### config.mk
export PLATFORM = sky130hd
export DESIGN_NAME = reel_spin_ctrl_flat
export DESIGN_NICKNAME = d
export VERILOG_FILES = /design/src/rtl/reel_spin_if.sv /design/src/rtl/reel_spin_ctrl.sv /design/src/flat_wrapper.sv
export SDC_FILE = /design/constraint.sdc
export NUM_CORES = 1
export LEC_CHECK = 0
export CAP_MARGIN = 20
export CORE_ASPECT_RATIO = 0.9
export CORE_MARGIN = 1.5
export CORE_UTILIZATION = 40
export DETAILED_ROUTE_END_ITERATION = 12
export SLEW_MARGIN = 20
export SYNTH_ARGS = -nofsm -noshare
export SYNTH_HDL_FRONTEND = slang
export SYNTH_SLANG_ARGS = --single-unit
export TNS_END_PERCENT = 5
### constraint.sdc
create_clock -name clk -period 3.1 [get_ports clk]
set_input_delay 0.465 -clock clk [delete_from_list [all_inputs] [get_ports clk]]
set_output_delay 0.465 -clock clk [all_outputs]
set_load 0.005 [all_outputs]
### src/rtl/reel_spin_if.sv
// Frame-tick / start requests in, per-reel scroll positions and spin status out.
// master drives requests (timing/UI side), slave is the reel controller.
interface reel_spin_if #(
  parameter int NUM_REELS = 3,
  parameter int POS_W     = 9,
  parameter int SYM_W     = 2
);
  logic                       frame_tick;
  logic                       start;
  logic [NUM_REELS*POS_W-1:0] reel_pos;
  logic [NUM_REELS*SYM_W-1:0] reel_sym;
  logic [NUM_REELS-1:0]       reel_stopped;
  logic                       busy;
  logic                       done;

  modport master (
    output frame_tick, start,
    input  reel_pos, reel_sym, reel_stopped, busy, done
  );

  modport slave (
    input  frame_tick, start,
    output reel_pos, reel_sym, reel_stopped, busy, done
  );
endinterface

### src/rtl/reel_spin_ctrl.sv
// Reel motion controller: per-reel FAST/SLOW/ALIGN/STOPPED FSM, staggered stops, LFSR jitter.
// Registered outputs, one-cycle start-to-FAST; no backpressure, start is dropped while busy.
module reel_spin_ctrl #(
  parameter int          NUM_REELS      = 3,
  parameter int          SYMS_PER_REEL  = 4,
  parameter int          SYM_HEIGHT     = 120,
  parameter int          FAST_STEP      = 8,
  parameter int          SLOW_STEP      = 1,
  parameter int          FAST_FRAMES    = 600,
  parameter int          STAGGER_FRAMES = 120,
  parameter int          SLOW_FRAMES    = 60,
  parameter bit          JITTER_EN      = 1'b1,
  parameter int          JITTER_W       = 4,
  parameter logic [15:0] LFSR_SEED      = 16'hACE1
) (
  input  logic      clk,
  input  logic      rst,
  reel_spin_if.slave bus
);
  localparam int REEL_LEN = SYMS_PER_REEL * SYM_HEIGHT;
  localparam int POS_W    = $clog2(REEL_LEN);
  localparam int SYM_W    = (SYMS_PER_REEL > 1) ? $clog2(SYMS_PER_REEL) : 1;
  localparam int MAX_FAST = FAST_FRAMES + (NUM_REELS - 1) * STAGGER_FRAMES + (1 << JITTER_W);
  localparam int MAX_CNT  = (MAX_FAST > SLOW_FRAMES) ? MAX_FAST : SLOW_FRAMES;
  localparam int CNT_W    = $clog2(MAX_CNT) + 1;

  typedef enum logic [2:0] {
    S_IDLE,
    S_FAST,
    S_SLOW,
    S_ALIGN,
    S_STOPPED
  } state_t;

  state_t              state_q [NUM_REELS];
  state_t              state_d [NUM_REELS];
  logic [POS_W-1:0]    pos_q   [NUM_REELS];
  logic [POS_W-1:0]    pos_d   [NUM_REELS];
  logic [CNT_W-1:0]    cnt_q   [NUM_REELS];
  logic [CNT_W-1:0]    cnt_d   [NUM_REELS];
  logic [JITTER_W-1:0] jit_q   [NUM_REELS];
  logic [JITTER_W-1:0] jit_d   [NUM_REELS];
  logic [NUM_REELS-1:0] stopped_q, stopped_d;
  logic                busy_q, busy_d;
  logic                done_q, done_d;
  logic [15:0]         lfsr_q, lfsr_d;
  logic                accept;
  logic                all_stopped;
  logic [3:0]          tap_idx;
  int                  fast_len;

  // Add step and wrap back into 0..REEL_LEN-1; step is always below REEL_LEN.
  function automatic logic [POS_W-1:0] advance(input logic [POS_W-1:0] p, input int step);
    int s;
    s = int'(p) + step;
    if (s >= REEL_LEN) s = s - REEL_LEN;
    return s[POS_W-1:0];
  endfunction

  always_comb begin
    lfsr_d      = {1'b0, lfsr_q[15:1]} ^ (lfsr_q[0] ? 16'hB400 : 16'h0000);
    accept      = bus.start && !busy_q;
    all_stopped = 1'b1;
    busy_d      = busy_q;
    done_d      = 1'b0;
    tap_idx     = '0;
    fast_len    = 0;
    stopped_d   = '0;

    for (int i = 0; i < NUM_REELS; i++) begin
      if (state_q[i] != S_STOPPED) all_stopped = 1'b0;
    end

    // Completion is seen from registered state, so done trails the last stop by a cycle.
    if (accept) begin
      busy_d = 1'b1;
    end else if (busy_q && all_stopped) begin
      busy_d = 1'b0;
      done_d = 1'b1;
    end

    for (int i = 0; i < NUM_REELS; i++) begin
      state_d[i] = state_q[i];
      pos_d[i]   = pos_q[i];
      cnt_d[i]   = cnt_q[i];
      jit_d[i]   = jit_q[i];
      fast_len   = FAST_FRAMES + i * STAGGER_FRAMES + int'(jit_q[i]);

      if (accept) begin
        state_d[i] = S_FAST;
        cnt_d[i]   = '0;
        for (int b = 0; b < JITTER_W; b++) begin
          tap_idx     = 4'((i * JITTER_W + b) % 16);
          jit_d[i][b] = JITTER_EN ? lfsr_q[tap_idx] : 1'b0;
        end
      end else if (bus.frame_tick) begin
        case (state_q[i])
          S_FAST: begin
            pos_d[i] = advance(pos_q[i], FAST_STEP);
            if (int'(cnt_q[i]) == fast_len - 1) begin
              state_d[i] = S_SLOW;
              cnt_d[i]   = '0;
            end else begin
              cnt_d[i] = cnt_q[i] + 1'b1;
            end
          end
          S_SLOW: begin
            pos_d[i] = advance(pos_q[i], SLOW_STEP);
            if (int'(cnt_q[i]) == SLOW_FRAMES - 1) begin
              state_d[i] = S_ALIGN;
              cnt_d[i]   = '0;
            end else begin
              cnt_d[i] = cnt_q[i] + 1'b1;
            end
          end
          S_ALIGN: begin
            // Boundary test on the pre-step position: landing costs one extra tick.
            if ((int'(pos_q[i]) % SYM_HEIGHT) == 0) state_d[i] = S_STOPPED;
            else                                    pos_d[i]   = advance(pos_q[i], SLOW_STEP);
          end
          default: ;
        endcase
      end

      stopped_d[i] = (state_d[i] == S_IDLE) || (state_d[i] == S_STOPPED);
    end
  end

  always_ff @(posedge clk or posedge rst) begin
    if (rst) begin
      for (int i = 0; i < NUM_REELS; i++) begin
        state_q[i] <= S_IDLE;
        pos_q[i]   <= '0;
        cnt_q[i]   <= '0;
        jit_q[i]   <= '0;
      end
      stopped_q <= '1;
      busy_q    <= 1'b0;
      done_q    <= 1'b0;
      lfsr_q    <= LFSR_SEED;
    end else begin
      state_q   <= state_d;
      pos_q     <= pos_d;
      cnt_q     <= cnt_d;
      jit_q     <= jit_d;
      stopped_q <= stopped_d;
      busy_q    <= busy_d;
      done_q    <= done_d;
      lfsr_q    <= lfsr_d;
    end
  end

  for (genvar g = 0; g < NUM_REELS; g++) begin : g_out
    assign bus.reel_pos[g*POS_W +: POS_W] = pos_q[g];
    assign bus.reel_sym[g*SYM_W +: SYM_W] = SYM_W'(pos_q[g] / POS_W'(SYM_HEIGHT));
  end

  assign bus.reel_stopped = stopped_q;
  assign bus.busy         = busy_q;
  assign bus.done         = done_q;
endmodule

### src/flat_wrapper.sv
// flat-port wrapper written by rule: the top's interface ports become plain ports
module reel_spin_ctrl_flat 
#(
  parameter int          NUM_REELS      = 3,
  parameter int          SYMS_PER_REEL  = 4,
  parameter int          SYM_HEIGHT     = 120,
  parameter int          FAST_STEP      = 8,
  parameter int          SLOW_STEP      = 1,
  parameter int          FAST_FRAMES    = 600,
  parameter int          STAGGER_FRAMES = 120,
  parameter int          SLOW_FRAMES    = 60,
  parameter bit          JITTER_EN      = 1'b1,
  parameter int          JITTER_W       = 4,
  parameter logic [15:0] LFSR_SEED      = 16'hACE1
)
  (clk, rst, bus_frame_tick, bus_start, bus_reel_pos, bus_reel_sym, bus_reel_stopped, bus_busy, bus_done);
  reel_spin_if #(.NUM_REELS(NUM_REELS), .POS_W((9)), .SYM_W((2))) bus_i ();
  input  logic clk;
  input  logic rst;
  input wire logic [$bits(bus_i.frame_tick)-1:0] bus_frame_tick;
  input wire logic [$bits(bus_i.start)-1:0] bus_start;
  output wire logic [$bits(bus_i.reel_pos)-1:0] bus_reel_pos;
  output wire logic [$bits(bus_i.reel_sym)-1:0] bus_reel_sym;
  output wire logic [$bits(bus_i.reel_stopped)-1:0] bus_reel_stopped;
  output wire logic [$bits(bus_i.busy)-1:0] bus_busy;
  output wire logic [$bits(bus_i.done)-1:0] bus_done;
  assign bus_i.frame_tick = bus_frame_tick;
  assign bus_i.start = bus_start;
  assign bus_reel_pos = bus_i.reel_pos;
  assign bus_reel_sym = bus_i.reel_sym;
  assign bus_reel_stopped = bus_i.reel_stopped;
  assign bus_busy = bus_i.busy;
  assign bus_done = bus_i.done;
  reel_spin_ctrl #(.NUM_REELS(NUM_REELS), .SYMS_PER_REEL(SYMS_PER_REEL), .SYM_HEIGHT(SYM_HEIGHT), .FAST_STEP(FAST_STEP), .SLOW_STEP(SLOW_STEP), .FAST_FRAMES(FAST_FRAMES), .STAGGER_FRAMES(STAGGER_FRAMES), .SLOW_FRAMES(SLOW_FRAMES), .JITTER_EN(JITTER_EN), .JITTER_W(JITTER_W), .LFSR_SEED(LFSR_SEED)) u_core (.clk(clk), .rst(rst), .bus(bus_i));
endmodule
==> results of run 1 <==
## cell usage in the layout, fill, tap and decap left out, types with 5 or more instances in the layout
cell type and count:
nand2_1 98, dfrtp_1 91, nor2_1 73, o21ai_0 55
xnor2_1 41, clkdlybuf4s50_1 41, nand3_1 39, inv_1 38
a21oi_1 38, buf_4 28, ha_1 27, xor2_1 23
nor3_1 23, nand2b_1 17, and3_1 14, a31oi_1 13
nor2b_1 12, nand4_1 12, o31ai_1 12, dfstp_2 11
o22ai_1 9, clkbuf_16 9, a21o_1 8, mux2i_1 7
nor4_1 7, o21a_1 7, or2_2 6, o211ai_1 6
mux2_2 6, or4_1 6, nor3b_1 6, a211oi_1 5
maj3_1 5, or3_1 5, a22o_1 5
## worst max-delay path, cell delays in order (launching register included)
cell,delay (ns)
dfrtp_1,0.55
buf_4,0.25
inv_1,0.15
maj3_1,0.39
o31ai_1,0.19
clkdlybuf4s50_1,0.54
## metal layers
metal / GRT usage [%] / vias up / share of wire [%]
met5: 0 / - / 0
met4: 3.66 / 0 / 0.65
met3: 3.22 / 7 / 4.1
met2: 28.7 / 116 / 45
met1: 27.6 / 2947 / 50
li1: - / 3082 / -
## worst paths after layout
kind / start / endpoint / slack, ns / depth (start not counted)
worst max-delay path: u_core.bus.reel_pos[8]$_DFFE_PP0P_ / bus_reel_sym[0] / 0.22 / 5
worst min-delay path: u_core.lfsr_q[7]$_DFF_PP1_ / u_core.lfsr_q[6]$_DFF_PP1_ / 0.36 / 0
worst max register to register: u_core.bus.reel_pos[16]$_DFFE_PP0P_ / u_core.bus.reel_pos[10]$_DFFE_PP0P_ / 0.34 / 10
worst min register to register: u_core.lfsr_q[7]$_DFF_PP1_ / u_core.lfsr_q[6]$_DFF_PP1_ / 0.36 / 0
max in group asynchronous: rst / u_core.lfsr_q[15]$_DFF_PP1_ / 2.16 / 3
min in group asynchronous: rst / u_core.cnt_q[21]$_DFFE_PP0P_ / 0.58 / 3
## where the power goes
part / switching [µW] / total [µW] / internal [µW]
sequential: 464 / 2090 / 1630
combinational: 1890 / 3530 / 1640
clock: 530 / 1080 / 551
total: 2890 / 6710 / 3820
## area by class of cell
cell class	instances	share of cell area (%)
multi-input combinational	656	51.3
clock inverter	6	0.572
clock buffer	10	2.83
sequential	102	31.7
timing repair buffer	70	7.92
tap	240	3.71
inverter	40	1.90
## state kept, by name, indices dropped and copies added (netlist names)
name / flops
u_core.lfsr_q: 16
u_core.bus.reel_stopped: 3
u_core.bus.busy: 1
u_core.state_q: 9
u_core.cnt_q: 33
u_core.bus.reel_pos: 27
u_core.jit_q: 12
u_core.bus.done: 1
## cells by family (layout without fill, tap and decap cells)
kind of cell / after synthesis / in the layout / synth area share [%]
AND/OR/NAND/NOR: 338 / 338 / 23.4
AO/OA/AOI/OAI: 208 / 208 / 19.4
flip-flops: 102 / 102 / 36.0
buffers and inverters: 90 / 126 / 5.69
XOR/XNOR: 64 / 64 / 7.87
adder cells (fa/ha/maj): 32 / 32 / 5.45
multiplexers: 14 / 14 / 2.09
## per-stage QoR
| step | cell area [µm²] | hold WS (ns) | utilization (%) |
|---|---|---|---|
| after floorplan | 7130 | 0.333 | - |
| after global placement | 7820 | 0.356 | 44.5 |
| after detailed placement | 7820 | 0.357 | 44.5 |
| after CTS | 8090 | 0.364 | 46.1 |
| after global routing | 8090 | 0.365 | 46.1 |
| final | 8090 | 0.363 | 46.1 |
==> out/results.ini, run 1 <==
[job]
max-cap-violations = 0

[finish]
nNetsFinal = 910
nFillCells = 1717
drive_above_1_share_pct = 8.94
regArea_um2 = 2570
syn2layout_area_growth_pct = 13.6
multi_input_area_um2 = 4150
finalNonFillerCells = 1124
antenna_cells = 0

[synth]
synth_edf_count = 0
yosysWarnings = 0
synth_top_area_share_pct = 32.0
syn_area_um2 = 7120
synth_most_common_cell = nand2_1
synth.distinct_cells = 75
async_reset_ff_share_pct = 100
synthCells = 848
ys_seq_area_share_pct = 36.0
ys_ff_latch = 102
synth_common_cells = nand2_1, dfrtp_1, nor2_1
synth.area.top_cells = dfrtp_1, nand2_1, xnor2_1, ha_1, dfstp_2
synth_area_leader_cell = dfrtp_1
syn_nets = 879
synth_flop_cell = dfrtp_1
avgSynthCellArea_um2 = 8.40

[cts]
clockBufferDepth = 2
post_cts_resize_count = 0
clkSinkCount = 102
cts_tree = done
htree_num_levels = 3
clockRootBuffer = clkbuf_16
post_cts_buffers = 0
cts_hold_buffers = 0
clk_pin_slew_ns = 0.07
clkLatencyLatePin_ns = 0.35
numCtsBuffers = 9

[sta]
setup_viol_count_final = 0
fin_skew_ns = 0.00969
layout_min_cycle_time_ns = 2.88
slew_viol_final = 0
max_clock_freq_mhz = 347
slew_headroom_pct = 35.7
rsz0062_at_grt = no
timing.final.crit_share_pct = 92.8
timing.setup.tns_ns = 0
hold_viol = 0
tightestPinTransition_ns = 0.964
fin_ws_ns = 0.222

[detailed_routing]
viasPerCell = 5.47
drt-initial-drc-count = 480
drcViolationCount = 0
drtAntennaViolNets = 0
via_count = 6152
wl_per_cell_um = 14.7
wirelength_mm = 16.5
firstDrtPassIters = 5

[power]
pwr_density_cell_nw_per_um2 = 829
ir_drop_v = 0.000302
leakage_uw = 0.00338
power.total_uw = 6710

[place]
place.gp.congestion = 0.829
numPlacedInstances = 1108
numPortBuffers = 41
dp_hpwl_mm = 11.8
pre_cts_ws_ns = 0.310

[setup_path]
crit_path_max_fanout = 12
critPathRequiredTime_ns = 2.63
worst_ep_arrival_time_ns = 2.41
critPathKind = register to primary output
cp-end-kind = primary output
worst_setup_path_start_kind = register

[grt]
overflow = 0
grt_pass1_vias = 5631
track_usage_pct = 18.7
grt_max_degree = 77
antenna_found_initial = 0
grt_pass1_wl_mm = 28.2

[floorplan]
die_w_um = 144
die_h_um = 130
rows = 46
dieArea_um2 = 18600
ioPinCount = 42
core-area_um2 = 17600
initial_core_util_pct = 40.6

[status]
status = completed

[min_path]
hp-class = register to register

Note: power is estimated with default switching activity, not from simulation.
==> run 2, diff against run 1 <==
--- a/config.mk
+++ b/config.mk
@@ -10,6 +10,7 @@
 export CORE_MARGIN = 1.5
 export CORE_UTILIZATION = 40
 export DETAILED_ROUTE_END_ITERATION = 12
+export GPL_ROUTABILITY_DRIVEN = 0
 export SLEW_MARGIN = 20
 export SYNTH_ARGS = -nofsm -noshare
 export SYNTH_HDL_FRONTEND = slang
==> results of run 2 <==
Final layout, timing and power as in run 1 (identical DEF).
==> run 3, diff against run 2 <==
--- a/config.mk
+++ b/config.mk
@@ -6,11 +6,11 @@
 export NUM_CORES = 1
 export LEC_CHECK = 0
 export CAP_MARGIN = 20
-export CORE_ASPECT_RATIO = 0.9
 export CORE_MARGIN = 1.5
 export CORE_UTILIZATION = 40
 export DETAILED_ROUTE_END_ITERATION = 12
 export GPL_ROUTABILITY_DRIVEN = 0
+export SETUP_SLACK_MARGIN = 0.2
 export SLEW_MARGIN = 20
 export SYNTH_ARGS = -nofsm -noshare
 export SYNTH_HDL_FRONTEND = slang
==> run 3 against run 2 <==
Against the previous run:
- fmax rose by 3.3%
- critical path depth down 1
- routed wire length is 0.19% lower
- via count up 0.34%
- clock skew fell by 0.0021 ns
- register-to-register slack improved by 0.02 ns
- critical endpoint unchanged
- largest power group unchanged
==> out/results.ini, run 3 (synthesis results as in run 1) <==
[sta]
hold_viol = 0  ; unchanged
timing.setup.tns_ns = 0  ; unchanged
layout_min_cycle_time_ns = 2.79  ; -0.0917 ns
rsz0062_at_grt = yes
setup_viol_count_final = 0  ; unchanged
timing.final.crit_share_pct = 89.9  ; -3.0 points
slew_viol_final = 0  ; unchanged
max_clock_freq_mhz = 359  ; +3.3%
tightestPinTransition_ns = 0.995  ; +0.0309 ns
slew_headroom_pct = 33.7  ; -2.1 points
fin_skew_ns = 0.00759  ; -0.00210 ns

[setup_path]
cpLargestDelayFamily = buffers and inverters
r2r-end = u_core.bus.reel_pos[19]$_DFFE_PP0P_
worst_ep_arrival_time_ns = 2.32  ; -0.09 ns
r2r_slack_ns = 0.36  ; +0.02 ns
critPathRequiredTime_ns = 2.63  ; about the same
crit_path_start = u_core.bus.reel_pos[3]$_DFFE_PP0P_
r2r_cells = 9  ; -1
worst_setup_path_start_kind = register
worstReg2RegStart = u_core.bus.reel_pos[24]$_DFFE_PP0P_
crit_path_max_fanout = 10  ; -2
cp_cell_sequence = inv_1 > maj3_1 > o31ai_1 > clkdlybuf4s50_1
slowest_delay_ns = 0.61  ; +0.06 ns
cp_slowest_cell = dfrtp_1
path_buf_inv = 2  ; -1
cp-end-kind = primary output
critPathKind = register to primary output

[grt]
track_usage_pct = 18.5  ; -0.15 points
antenna_found_initial = 0  ; unchanged
grt_pass1_vias = 5618  ; -0.23%
grt_max_degree = 51  ; -34%
grt_pass1_wl_mm = 27.7  ; -1.5%
overflow = 0  ; unchanged

[floorplan]
initial_core_util_pct = 41.0  ; +0.46 points
die_h_um = 136  ; +5.3%
die_w_um = 136  ; -5.0%
core-area_um2 = 17400  ; -1.1%
rows = 48  ; +4.3%
ioPinCount = 42  ; unchanged
dieArea_um2 = 18600  ; about the same

[cts]
clockBufferDepth = 2  ; unchanged
post_cts_buffers = 0  ; unchanged
clkLatencyLatePin_ns = 0.35  ; about the same
clk_pin_slew_ns = 0.07  ; about the same
numCtsBuffers = 9  ; unchanged
htree_num_levels = 3  ; unchanged
clockRootBuffer = clkbuf_16
cts_tree = done
clkSinkCount = 102  ; unchanged

[power]
p_int_uw = 3970  ; +3.8%
leakage_uw = 0.00340  ; +0.59%
seq_power_share_pct = 30.9  ; -0.3 points
swShare_pct = 41.8  ; -1.3 points
p_clk_share_pct = 18.0  ; +1.9 points
net-switching-power_uw = 2850  ; -1.4%
ir_drop_v = 0.000335  ; +11%
pwr_density_cell_nw_per_um2 = 838  ; +1.1%
combPwrFrac_pct = 51.0  ; -1.7 points

[detailed_routing]
drcViolationCount = 0  ; unchanged
wirelength_mm = 16.5  ; -0.19%
drt-initial-drc-count = 403  ; -16%
viasPerCell = 5.57  ; +1.7%
wl_per_cell_um = 14.9  ; +1.2%
drtAntennaViolNets = 0  ; unchanged
via_count = 6173  ; +0.34%
firstDrtPassIters = 4  ; -1

[place]
numPlacedInstances = 1093  ; -1.4%
dp_hpwl_mm = 11.7  ; -0.59%
post_dp_cell_area_um2 = 7800  ; -0.24%
numPortBuffers = 41  ; unchanged

[min_path]
holdPathStages = 0  ; unchanged
holdPathEnd = u_core.lfsr_q[11]$_DFF_PP1_
hp-start = u_core.lfsr_q[12]$_DFF_PP0_
hp-class = register to register

[finish]
nFillCells = 1699  ; -1.0%
layout_common_cells = nand2_1, dfrtp_1, nor2_1
regArea_um2 = 2570  ; unchanged
finalNonFillerCells = 1109  ; -1.3%
regMostFlops = u_core.cnt_q
largest_reg_flops = 33  ; unchanged
nNetsFinal = 910  ; unchanged
mostFrequentLayoutCell = nand2_1
multi_input_area_um2 = 4160  ; +0.24%
fin_area_um2 = 8130  ; +0.46%
drive_above_1_share_pct = 9.28  ; +0.34 points
syn2layout_area_growth_pct = 14.1
antenna_cells = 0  ; unchanged

[status]
status = completed

[job]
max-cap-violations = 0  ; unchanged

[run 3: layer usage]
metal  vias up  track usage [%]  wire length [µm]
met5         -                0                 0
met4         0             4.91               195
met3        17             4.10               581
met2        95             27.7              7470
met1      2977             26.9              8260
li1       3084                -                 -
[run 3: area by class of cell]
type / instances / area share (%)
repair buffers: 70 / 7.88
clock buffers: 9 / 2.77
flip-flops and latches: 102 / 31.6
multi-input cells: 656 / 51.2
clock inverters: 7 / 1.19
well taps: 225 / 3.46
inverters: 40 / 1.89
[run 3: how the worst max path moves through the flow]
stage / end / slack [ns] / depth (start not counted)
2_1_floorplan: u_core.bus.reel_pos[19]$_DFFE_PP0P_ / 0.33 / 11
3_3_place_gp: u_core.cnt_q[27]$_DFFE_PP0P_ / 0.20 / 7
3_5_place_dp: u_core.cnt_q[27]$_DFFE_PP0P_ / 0.16 / 7
4_1_cts: u_core.bus.reel_pos[19]$_DFFE_PP0P_ / 0.27 / 9
5_1_grt: u_core.bus.reel_pos[6]$_DFFE_PP0P_ / 0.14 / 9
6_report: bus_reel_sym[0] / 0.31 / 4
[run 3: through the flow]
step                      worst slack (ns)  hold WS, ns  utilization (%)  power (µW)
final                                0.313        0.359             46.8        6810
after global routing                 0.141        0.368             46.8        7430
after CTS                            0.271        0.363             46.8        6870
after detailed placement             0.162        0.346             44.9        5610
after global placement               0.196        0.351             44.9        5580
after floorplan                      0.329        0.333                -        4550
[run 3: timing repair]
item	CTS	global route
gates resized for setup	0	2
hold buffers	0	0
setup endpoints to repair	0	15
endpoints found under the hold margin	0	0
[run 3: power by group through the flow]
| stage | clock [µW] | sequential, µW | combinational, µW |
|---|---|---|---|
| 2_1_floorplan | 0 | 1940 | 2610 |
| 3_3_place_gp | 0 | 2130 | 3450 |
| 3_5_place_dp | 0 | 2130 | 3480 |
| 4_1_cts | 1270 | 2110 | 3500 |
| 5_1_grt | 1320 | 2180 | 3940 |
| 6_report | 1230 | 2110 | 3480 |
